$ cat config.mk
export PLATFORM = sky130hd
export DESIGN_NAME = route_tap
export DESIGN_NICKNAME = d
export VERILOG_FILES = /design/src/rtl/route_tap_pkg.sv /design/src/rtl/route_tap_trig.sv /design/src/rtl/route_tap.sv
export SDC_FILE = /design/constraint.sdc
export NUM_CORES = 1
export LEC_CHECK = 0
export CAP_MARGIN = 5
export CORE_MARGIN = 5
export CORE_UTILIZATION = 35
export DETAILED_ROUTE_END_ITERATION = 12
export GPL_ROUTABILITY_DRIVEN = 0
export PLACE_DENSITY_LB_ADDON = 0.08
export SLEW_MARGIN = 20
export SYNTH_ARGS = -nofsm -noshare
export SYNTH_HDL_FRONTEND = slang
export SYNTH_SLANG_ARGS = --single-unit
$ cat constraint.sdc
create_clock -name clk -period 4.85 [get_ports clk]
set_input_delay 0.7275 -clock clk [delete_from_list [all_inputs] [get_ports clk]]
set_output_delay 0.7275 -clock clk [all_outputs]
set_load 0.02 [all_outputs]
$ cat src/rtl/route_tap_pkg.sv
// Shared types and constants for the route_tap capture block: state encoding,
// trigger mode codes and the trigger-channel select width helper.
package route_tap_pkg;

   typedef enum logic [1:0] {
      IDLE    = 2'b00,
      ARMED   = 2'b01,
      CAPTURE = 2'b10,
      DONE    = 2'b11
   } tap_state_t;

   localparam logic [1:0] TRIG_MATCH  = 2'b00;
   localparam logic [1:0] TRIG_RISE   = 2'b01;
   localparam logic [1:0] TRIG_FALL   = 2'b10;
   localparam logic [1:0] TRIG_CHANGE = 2'b11;

   // width of a channel index; never narrower than one bit
   function automatic int sel_width(input int n);
      return (n > 1) ? $clog2(n) : 1;
   endfunction

endpackage

$ cat src/rtl/route_tap_trig.sv
// Combinational trigger evaluator: selects one channel from the current and
// previous retimed samples and applies mode, mask and compare value.
module route_tap_trig
   import route_tap_pkg::*;
#(
   parameter int CHANNELS = 4,
   parameter int WIDTH    = 8
)(
   input  logic [CHANNELS*WIDTH-1:0]       s,
   input  logic [CHANNELS*WIDTH-1:0]       p1,
   input  logic                            prev_ok,
   input  logic [sel_width(CHANNELS)-1:0]  trig_ch,
   input  logic [1:0]                      trig_mode,
   input  logic [WIDTH-1:0]                trig_mask,
   input  logic [WIDTH-1:0]                trig_value,
   output logic                            fire
);

   logic [WIDTH-1:0] s_sel;
   logic [WIDTH-1:0] p_sel;
   logic             ch_ok;

   // channel mux; an index beyond the last channel leaves ch_ok low
   always_comb begin
      s_sel = '0;
      p_sel = '0;
      ch_ok = 1'b0;
      for (int unsigned k = 0; k < CHANNELS; k++) begin
         if (32'(trig_ch) == k) begin
            s_sel = s[k*WIDTH +: WIDTH];
            p_sel = p1[k*WIDTH +: WIDTH];
            ch_ok = 1'b1;
         end
      end
   end

   // mode evaluation; edge modes need a valid previous sample
   always_comb begin
      fire = 1'b0;
      if (ch_ok) begin
         case (trig_mode)
            TRIG_MATCH:  fire = ((s_sel ^ trig_value) & trig_mask) == '0;
            TRIG_RISE:   fire = prev_ok && (|(~p_sel & s_sel & trig_mask));
            TRIG_FALL:   fire = prev_ok && (|(p_sel & ~s_sel & trig_mask));
            TRIG_CHANGE: fire = prev_ok && (|((s_sel ^ p_sel) & trig_mask));
         endcase
      end
   end

endmodule

$ cat src/rtl/route_tap.sv
// route_tap: multi-channel in-design logic analyzer. Retimes CHANNELS routed
// buses, triggers on one channel and captures DEPTH samples for sequential
// readout. Optional pre-trigger ring capture: define ROUTE_TAP_PRETRIG_EN.
module route_tap
   import route_tap_pkg::*;
#(
   parameter int CHANNELS   = 4,
   parameter int WIDTH      = 8,
   parameter int DEPTH      = 16,
   parameter int PRE_STAGES = 2
)(
   input  logic                            clk,
   input  logic                            reset,
   input  logic [CHANNELS*WIDTH-1:0]       ch_in,
   input  logic                            arm,
   input  logic                            abort,
   input  logic [sel_width(CHANNELS)-1:0]  trig_ch,
   input  logic [1:0]                      trig_mode,
   input  logic [WIDTH-1:0]                trig_mask,
   input  logic [WIDTH-1:0]                trig_value,
   input  logic                            rd_en,
   output logic [CHANNELS*WIDTH-1:0]       rd_data,
   output logic                            rd_valid,
   output logic [1:0]                      state,
   output logic                            done
);

   localparam int DW = CHANNELS*WIDTH;
   localparam int AW = $clog2(DEPTH);

`ifdef ROUTE_TAP_PRETRIG_EN
   localparam bit PRETRIG = 1'b1;
`else
   localparam bit PRETRIG = 1'b0;
`endif

   // count value on the write that completes the capture (trigger write = 1)
   localparam logic [AW:0] LAST_WR = (AW+1)'(PRETRIG ? DEPTH/2 - 1 : DEPTH - 1);
   localparam logic [AW:0] LAST_RD = (AW+1)'(DEPTH - 1);

   logic [DW-1:0] pipe [PRE_STAGES];
   logic [DW-1:0] s;
   logic [DW-1:0] p1;
   logic [DW-1:0] mem [DEPTH];

   tap_state_t    st;
   logic [AW-1:0] wr_ptr;
   logic [AW-1:0] rd_ptr;
   logic [AW:0]   wr_cnt;
   logic [AW:0]   rd_cnt;
   logic          prev_ok;
   logic          fire;
   logic          wr_en;

   // input retiming chain plus the one-cycle-old copy used for edge modes
   always_ff @(posedge clk or negedge reset) begin
      if (!reset) begin
         for (int unsigned i = 0; i < PRE_STAGES; i++) pipe[i] <= '0;
         p1 <= '0;
      end else begin
         pipe[0] <= ch_in;
         for (int unsigned i = 1; i < PRE_STAGES; i++) pipe[i] <= pipe[i-1];
         p1 <= pipe[PRE_STAGES-1];
      end
   end

   assign s     = pipe[PRE_STAGES-1];
   assign state = st;

   route_tap_trig #(
      .CHANNELS (CHANNELS),
      .WIDTH    (WIDTH)
   ) u_trig (
      .s          (s),
      .p1         (p1),
      .prev_ok    (prev_ok),
      .trig_ch    (trig_ch),
      .trig_mode  (trig_mode),
      .trig_mask  (trig_mask),
      .trig_value (trig_value),
      .fire       (fire)
   );

   // write strobe: trigger sample, capture run, and the pre-trigger ring
   always_comb begin
      wr_en = 1'b0;
      if (!abort) begin
         case (st)
            ARMED:   wr_en = PRETRIG || fire;
            CAPTURE: wr_en = 1'b1;
            default: wr_en = 1'b0;
         endcase
      end
   end

   // buffer write port; contents intentionally survive reset and abort
   always_ff @(posedge clk) begin
      if (wr_en) mem[wr_ptr] <= s;
   end

   // control FSM: arm, trigger, capture, readout; abort overrides everything
   always_ff @(posedge clk or negedge reset) begin
      if (!reset) begin
         st       <= IDLE;
         wr_ptr   <= '0;
         rd_ptr   <= '0;
         wr_cnt   <= '0;
         rd_cnt   <= '0;
         prev_ok  <= 1'b0;
         rd_valid <= 1'b0;
         rd_data  <= '0;
         done     <= 1'b0;
      end else begin
         rd_valid <= 1'b0;
         prev_ok  <= 1'b0;
         if (abort) begin
            st     <= IDLE;
            wr_ptr <= '0;
            rd_ptr <= '0;
            wr_cnt <= '0;
            rd_cnt <= '0;
            done   <= 1'b0;
         end else begin
            case (st)
               IDLE: begin
                  wr_ptr <= '0;
                  rd_ptr <= '0;
                  wr_cnt <= '0;
                  rd_cnt <= '0;
                  if (arm) st <= ARMED;
               end
               ARMED: begin
                  prev_ok <= 1'b1;
                  if (wr_en) wr_ptr <= wr_ptr + AW'(1);
                  if (fire) begin
                     st     <= CAPTURE;
                     wr_cnt <= (AW+1)'(1);
                  end
               end
               CAPTURE: begin
                  wr_ptr <= wr_ptr + AW'(1);
                  wr_cnt <= wr_cnt + (AW+1)'(1);
                  if (wr_cnt == LAST_WR) begin
                     // oldest entry sits just past the final write in both modes
                     st     <= DONE;
                     done   <= 1'b1;
                     rd_ptr <= wr_ptr + AW'(1);
                     rd_cnt <= '0;
                  end
               end
               DONE: begin
                  if (rd_en) begin
                     rd_data  <= mem[rd_ptr];
                     rd_valid <= 1'b1;
                     rd_ptr   <= rd_ptr + AW'(1);
                     rd_cnt   <= rd_cnt + (AW+1)'(1);
                     if (rd_cnt == LAST_RD) begin
                        st   <= IDLE;
                        done <= 1'b0;
                     end
                  end
               end
            endcase
         end
      end
   end

endmodule

Word level (Yosys, flattened, before mapping) --
Memory sizes are Yosys's and may differ from the RTL's. A register that Yosys moved wholly into a read port is not among the register bits. Index checks and enable logic that the tools add are counted.
Storage, ports and cells: input port bits 57, output and inout bits 36, bits in writable memories 512, memories kept 1, word-level logic and storage cells 113, register bits 119
Cells by class: bitwise logic cells 11, muxes and demuxes 49, equality and inequality tests 17, reductions and logical operators 20, add/sub/neg operators 4
Memories:
- mem | words 16, width 32, rd ports 1, clocked after Yosys merged registers in 1, wr ports 1, line route_tap.sv:44 | logic [DW-1:0] mem [DEPTH];
Operator list (count):
- two-way mux 8 bit | 8
- AND 8 bit | 6
- case mux 5 bit (3 select lines) | 2
- two-way mux 5 bit | 5
- case mux 4 bit (3 select lines) | 2
- OR reduction 8 bit | 3
- two-way mux 4 bit | 5
- inequality test 3 bit, second input constant | 6
- two-way mux 1 bit | 17
- NOT 8 bit | 2
- XOR 8 bit | 2
- equality test 2 bit, second input constant | 6
- two-way mux 2 bit | 6
- adder 5 x 1 -> 5 bit, second input constant | 2
- equality test 5 x 4 -> 1 bit, second input constant | 2
- adder 4 x 1 -> 4 bit, second input constant | 2
- logical NOT 8 bit | 1
- case mux 2 bit (4 select lines) | 1
- nonzero test 4 bit | 2
- equality test 2 x 1 -> 1 bit, second input constant | 3
- logical NOT 2 bit | 3
- AND reduction 3 bit | 2
- AND reduction 5 bit | 1
- case mux 1 bit (2 select lines) | 2
- 7 further kinds | 10

Longest topological paths before layout --
depth in word-level cells 17, depth in mapped cells 15, depth with buffers taken out 12

Cells and area by module --
Synthesis repeated with hierarchy kept, for this count alone.
Second synthesis, totals: cell total of the unflattened synthesis 1236, area total of the unflattened synthesis 25429.4 um^2
Modules (own cells, without submodules):
- route_tap | cells each 1118, seq. area each 19153.4 um^2, area each 24350.9 um^2, instances 1
- route_tap_trig | cells each 118, seq. area each 0.0 um^2, area each 1078.5 um^2, instances 1

Least setup slack after synthesis --
OpenSTA, ideal clock, no wires.
path type input port to flip-flop, start input port trig_ch[0], end memory mem[4][0] in the netlist's numbering, enable pin, data arrival time 4.347 ns, required time 4.429 ns, stages on the path 12, setup time 0.421 ns, path slack 0.081 ns, cells stage by stage buf_6 buf_8 mux4_2 ha_1 nand2b_1 o2111ai_1 o31ai_1 or3_2 o31ai_4 a21oi_2 buf_2 nor2_1
On the way: cells in the longest elaborated chain, start to end 16, elaborated cells between the ends (all ways) 39, classes of those cells 3 x eq/ne; 18 x mux; 10 x bitwise; 8 x reduce/logical
RTL lines:
- from (decl) | line route_tap.sv:17 | input logic [sel_width(CHANNELS)-1:0] trig_ch,
- logical NOT 2 bit | line route_tap_trig.sv:29 | if (32'(trig_ch) == k) begin
- two-way mux 8 bit (4 in series) | line route_tap_trig.sv:29
- NOT 8 bit (on tied branches) | line route_tap_trig.sv:44, route_tap_trig.sv:43
- AND 8 bit (on tied branches) (2 in series) | line route_tap_trig.sv:44, route_tap_trig.sv:43
- OR reduction 8 bit (on tied branches) | line route_tap_trig.sv:44, route_tap_trig.sv:43
- logical AND 1 bit (on tied branches) | line route_tap_trig.sv:44, route_tap_trig.sv:43
- case mux 1 bit (4 select lines) | line route_tap_trig.sv:41 | case (trig_mode)
- two-way mux 1 bit (*) | line route_tap_trig.sv:40 | if (ch_ok) begin
- case mux 1 bit (2 select lines) (*) | line route_tap.sv:88 | case (st)
- two-way mux 1 bit (*) | line route_tap.sv:87 | if (!abort) begin
- two-way mux 1 bit (*) | line route_tap.sv:98 | if (wr_en) mem[wr_ptr] <= s;
- two-way mux 1 bit (implied by the code) (*) | line route_tap.sv:98
- to (decl) | line route_tap.sv:44
Mark *: on every way between the ends. The rest lies on a longest branch, timed or not.

Final worst setup path --
start register pipe (netlist bit s[13]), end memory mem[10][7] in the netlist's numbering, enable pin
On the way: cells in the longest elaborated chain, start to end 14, elaborated cells between the ends (all ways) 25, classes of those cells 9 x mux; 9 x bitwise; 7 x reduce/logical
RTL lines:
- from (decl) | line route_tap.sv:41 | logic [DW-1:0] pipe [PRE_STAGES];
- two-way mux 8 bit (*) (3 in series) | line route_tap_trig.sv:29
- NOT 8 bit | line route_tap_trig.sv:44 | TRIG_FALL: fire = prev_ok && (|(p_sel & ~s_sel & trig_mask));
- AND 8 bit (2 in series) | line route_tap_trig.sv:44
- OR reduction 8 bit | line route_tap_trig.sv:44
- logical AND 1 bit | line route_tap_trig.sv:44
- case mux 1 bit (4 select lines) (*) | line route_tap_trig.sv:41
- two-way mux 1 bit (*) | line route_tap_trig.sv:40
- case mux 1 bit (2 select lines) (*) | line route_tap.sv:88
- two-way mux 1 bit (*) | line route_tap.sv:87
- two-way mux 1 bit (*) | line route_tap.sv:98
- two-way mux 1 bit (implied by the code) (*) | line route_tap.sv:98
Marks and branches as above.

==> results.sh <==
export IMPL_switchingPower_mw=3.54
export IMPL_fin_util=0.423
export IMPL_max_cap_violations=0
export IMPL_cts_tree="done"
export IMPL_clkSinkCount=663
export IMPL_worst_slew_pin_slew_ns=0.931
export IMPL_ys_warn_count=0
export IMPL_p_leak_nw=10.3
export IMPL_wl_um=70200
export IMPL_die_height_um=280
export IMPL_synthCells=1193
export IMPL_hp_class="input port to asynchronous set/reset pin"
export IMPL_die_w_um=280
export IMPL_ys_async_sr_fraction=0.228
export IMPL_hold_slack_ns=0.133
export IMPL_io_buffers=92
export IMPL_relSlewSlack=0.378
export IMPL_skew_ns=0.0284
export IMPL_crit_arrival_ns=4.50
export IMPL_ioPinCount=93
export IMPL_tns_ns=0
export IMPL_clockRootBuffer="clkbuf_16"
export IMPL_combPwrFrac=0.143
export IMPL_grt_use_total=0.180
export IMPL_wl_met1_um=32300
export IMPL_p_int_mw=10.7
export IMPL_finalNonFillerCells=2402
export IMPL_end_kind="flip-flop"
export IMPL_worstPathMaxFanout=20
export IMPL_sequentialPowerShare=0.454
export IMPL_crit_family="compound AO/OA/AOI/OAI gates"
export IMPL_drc_errors=0
export IMPL_crit_type="flip-flop to flip-flop"
export IMPL_crit_path_frequent_cell="buf_4"
export IMPL_dieArea_um2=78400
export IMPL_synth_avg_cell_area_um2=21.4
export IMPL_p_per_area_nw_per_um2=464
export IMPL_synth_most_common_cell="edfxtp_1"
export IMPL_dp_cells=2262
export IMPL_ys_types=63
export IMPL_worstPathCellList="mux2_4 -> o21ai_0 -> inv_1 -> ha_1 -> a222oi_1 -> nand3_1 -> a211oi_1 -> or3_2 -> o31ai_4 -> a21oi_4 -> buf_4 -> nor2_4 -> buf_4"
export IMPL_ant_nets=0
export IMPL_r2r_start="s[13]"
export IMPL_dp_hpwl_um=45700
export IMPL_core_area_um2=72600
export IMPL_finalSetupViolations=0
export IMPL_postCtsSetupBuffers=0
export IMPL_overflow=0
export IMPL_min_period_ns=4.17
export IMPL_first_pass_iters=4
export IMPL_synth_area_leaders="edfxtp_1 (60%), mux4_2 (15%), dfrtp_1 (15%)"
export IMPL_numCtsBuffers=75
export IMPL_path_buf_inv=3
export IMPL_hold_viol_final=0
export IMPL_cts_resized_gates=0
export IMPL_yosys_area_top_type="edfxtp_1"
export IMPL_irDropWorstVdd_mv=0.291
export IMPL_areaGrowthSynthToFinish_pct=20.3
export IMPL_synth_nets=1279
export IMPL_synth_yosys_seq_area_share=0.750
export IMPL_wl_met2_um=33400
export IMPL_h_tree_depth=3
export IMPL_clock_path_buffers=3
export IMPL_slowest_delay_ns=0.76
export IMPL_required_ns=5.17
export IMPL_netSwitchingFraction=0.249
export IMPL_wl_met3_um=3430
export IMPL_path_clk_slew_ns=0.06
export IMPL_drt_iter0_drc=1030
export IMPL_syn_area_um2=25500
export IMPL_status="complete, no violations"
export IMPL_holdBufCountCts=0
export IMPL_grt_pass1_wl_um=101000
export IMPL_initial_core_util=0.352
export IMPL_r2r_slack_ns=0.68
export IMPL_crit_slowest_cell="a21oi_4"
export IMPL_synth_seq_cells=663
export IMPL_rsz0062_at_grt="false"
export IMPL_vias=12400
export IMPL_wire_per_inst_um=29.2
export IMPL_yosysTopAreaCellShare=0.602
export IMPL_crit_path_start_kind="flip-flop"
export IMPL_drive_gt1_frac=0.298
export IMPL_grt_max_degree=79
export IMPL_synth_ff_type="edfxtp_1"
export IMPL_ys_top_cells_by_count="edfxtp_1 (512), mux4_2 (168), dfrtp_1 (151)"
export IMPL_via_per_inst=5.17
export IMPL_power_frac_clock=0.402
export IMPL_r2r_end="mem[10][7]"
export IMPL_layout_nets=1466
export IMPL_synth_edff_count=512
export IMPL_top_layer="met4"
export IMPL_clk_latency_ns=0.62
export IMPL_fp_row_count=99
export IMPL_grt_pass1_vias=12900
export IMPL_antenna_found_initial=5
export IMPL_n_antenna_cell=0
export IMPL_ff2ff_path_depth=13
export IMPL_period_share=0.861
export IMPL_max_freq_mhz=240
export IMPL_drv_slew=0
## metrics by stage
step / area (µm²) / power [mW] / worst slack (ns)
5_1_grt: 30700 / 14.8 / 0.403
4_1_cts: 30700 / 14.5 / 0.644
6_report: 30700 / 14.3 / 0.676
3_3_place_gp: 28200 / 8.70 / 0.343
2_1_floorplan: 25500 / 7.78 / 0.0814
3_5_place_dp: 28200 / 8.69 / 0.325
## placed cells by master (no fill, tap or decap), types with 10 or more instances in the layout
cell type / instances
nor2_4: 16
ha_1: 29
nand2_1: 35
mux4_2: 168
clkinv_1: 11
dfrtp_1: 147
mux2_2: 39
o21ai_0: 19
edfxtp_1: 512
xor2_1: 10
buf_12: 12
clkbuf_16: 76
a22oi_1: 10
inv_1: 32
buf_4: 59
clkbuf_1: 21
clkdlybuf4s50_1: 90
## power by group through the flow
stage	sequential, mW	combinational (mW)	clock (mW)
finish	6.48	2.04	5.74
floorplan	6.65	1.13	0
global route	6.50	2.19	6.15
CTS	6.49	2.10	5.90
global placement	6.60	2.10	0
detailed placement	6.60	2.09	0
## registers in the layout, indices dropped and copies added, names as in the netlist
signal	count
wr_ptr	4
wr_cnt	5
rd_cnt	5
mem	512
s	32
state	2
rd_data	32
rd_valid	1
prev_ok	1
pipe	32
done	1
p1	32
rd_ptr	4
## area by class of cell
type                    count  area (µm²)
flip-flops and latches    663       19200
fillers                  6439       41900
repair buffers            163        1600
multi-input cells         445        6110
clock inverters            42         518
clock buffers              98        1990
well taps                 959        1200
inverters                  32         120
## how the worst max path moves through the flow
stage	from	end	slack (ns)	depth (start not counted)
detailed placement	trig_ch[1]	mem[10][17]	0.33	13
global placement	trig_ch[0]	mem[10][17]	0.34	15
CTS	s[13]	mem[10][7]	0.64	13
finish	s[13]	mem[10][7]	0.68	13
global route	s[13]	mem[9][5]	0.40	13
floorplan	trig_ch[0]	mem[4][0]	0.08	12
## layer usage
metal / vias to the layer above / global-route usage
met2: 314 / 0.284
li1: 5232 / -
met4: 0 / 0.0408
met1: 6790 / 0.265
met5: - / 0
met3: 80 / 0.0329
## logic make-up (layout without fill, tap and decap cells)
group | Yosys count | in the layout | share of synthesized area
XOR/XNOR | 19 | 19 | 0.00652
buffers and inverters | 85 | 335 | 0.0151
AND/OR/NAND/NOR | 102 | 102 | 0.0193
adder cells (fa/ha/maj) | 29 | 29 | 0.0142
flip-flops | 663 | 663 | 0.750
multiplexers | 221 | 221 | 0.172
AO/OA/AOI/OAI | 74 | 74 | 0.0221
Power figures use the tool's default switching activity.
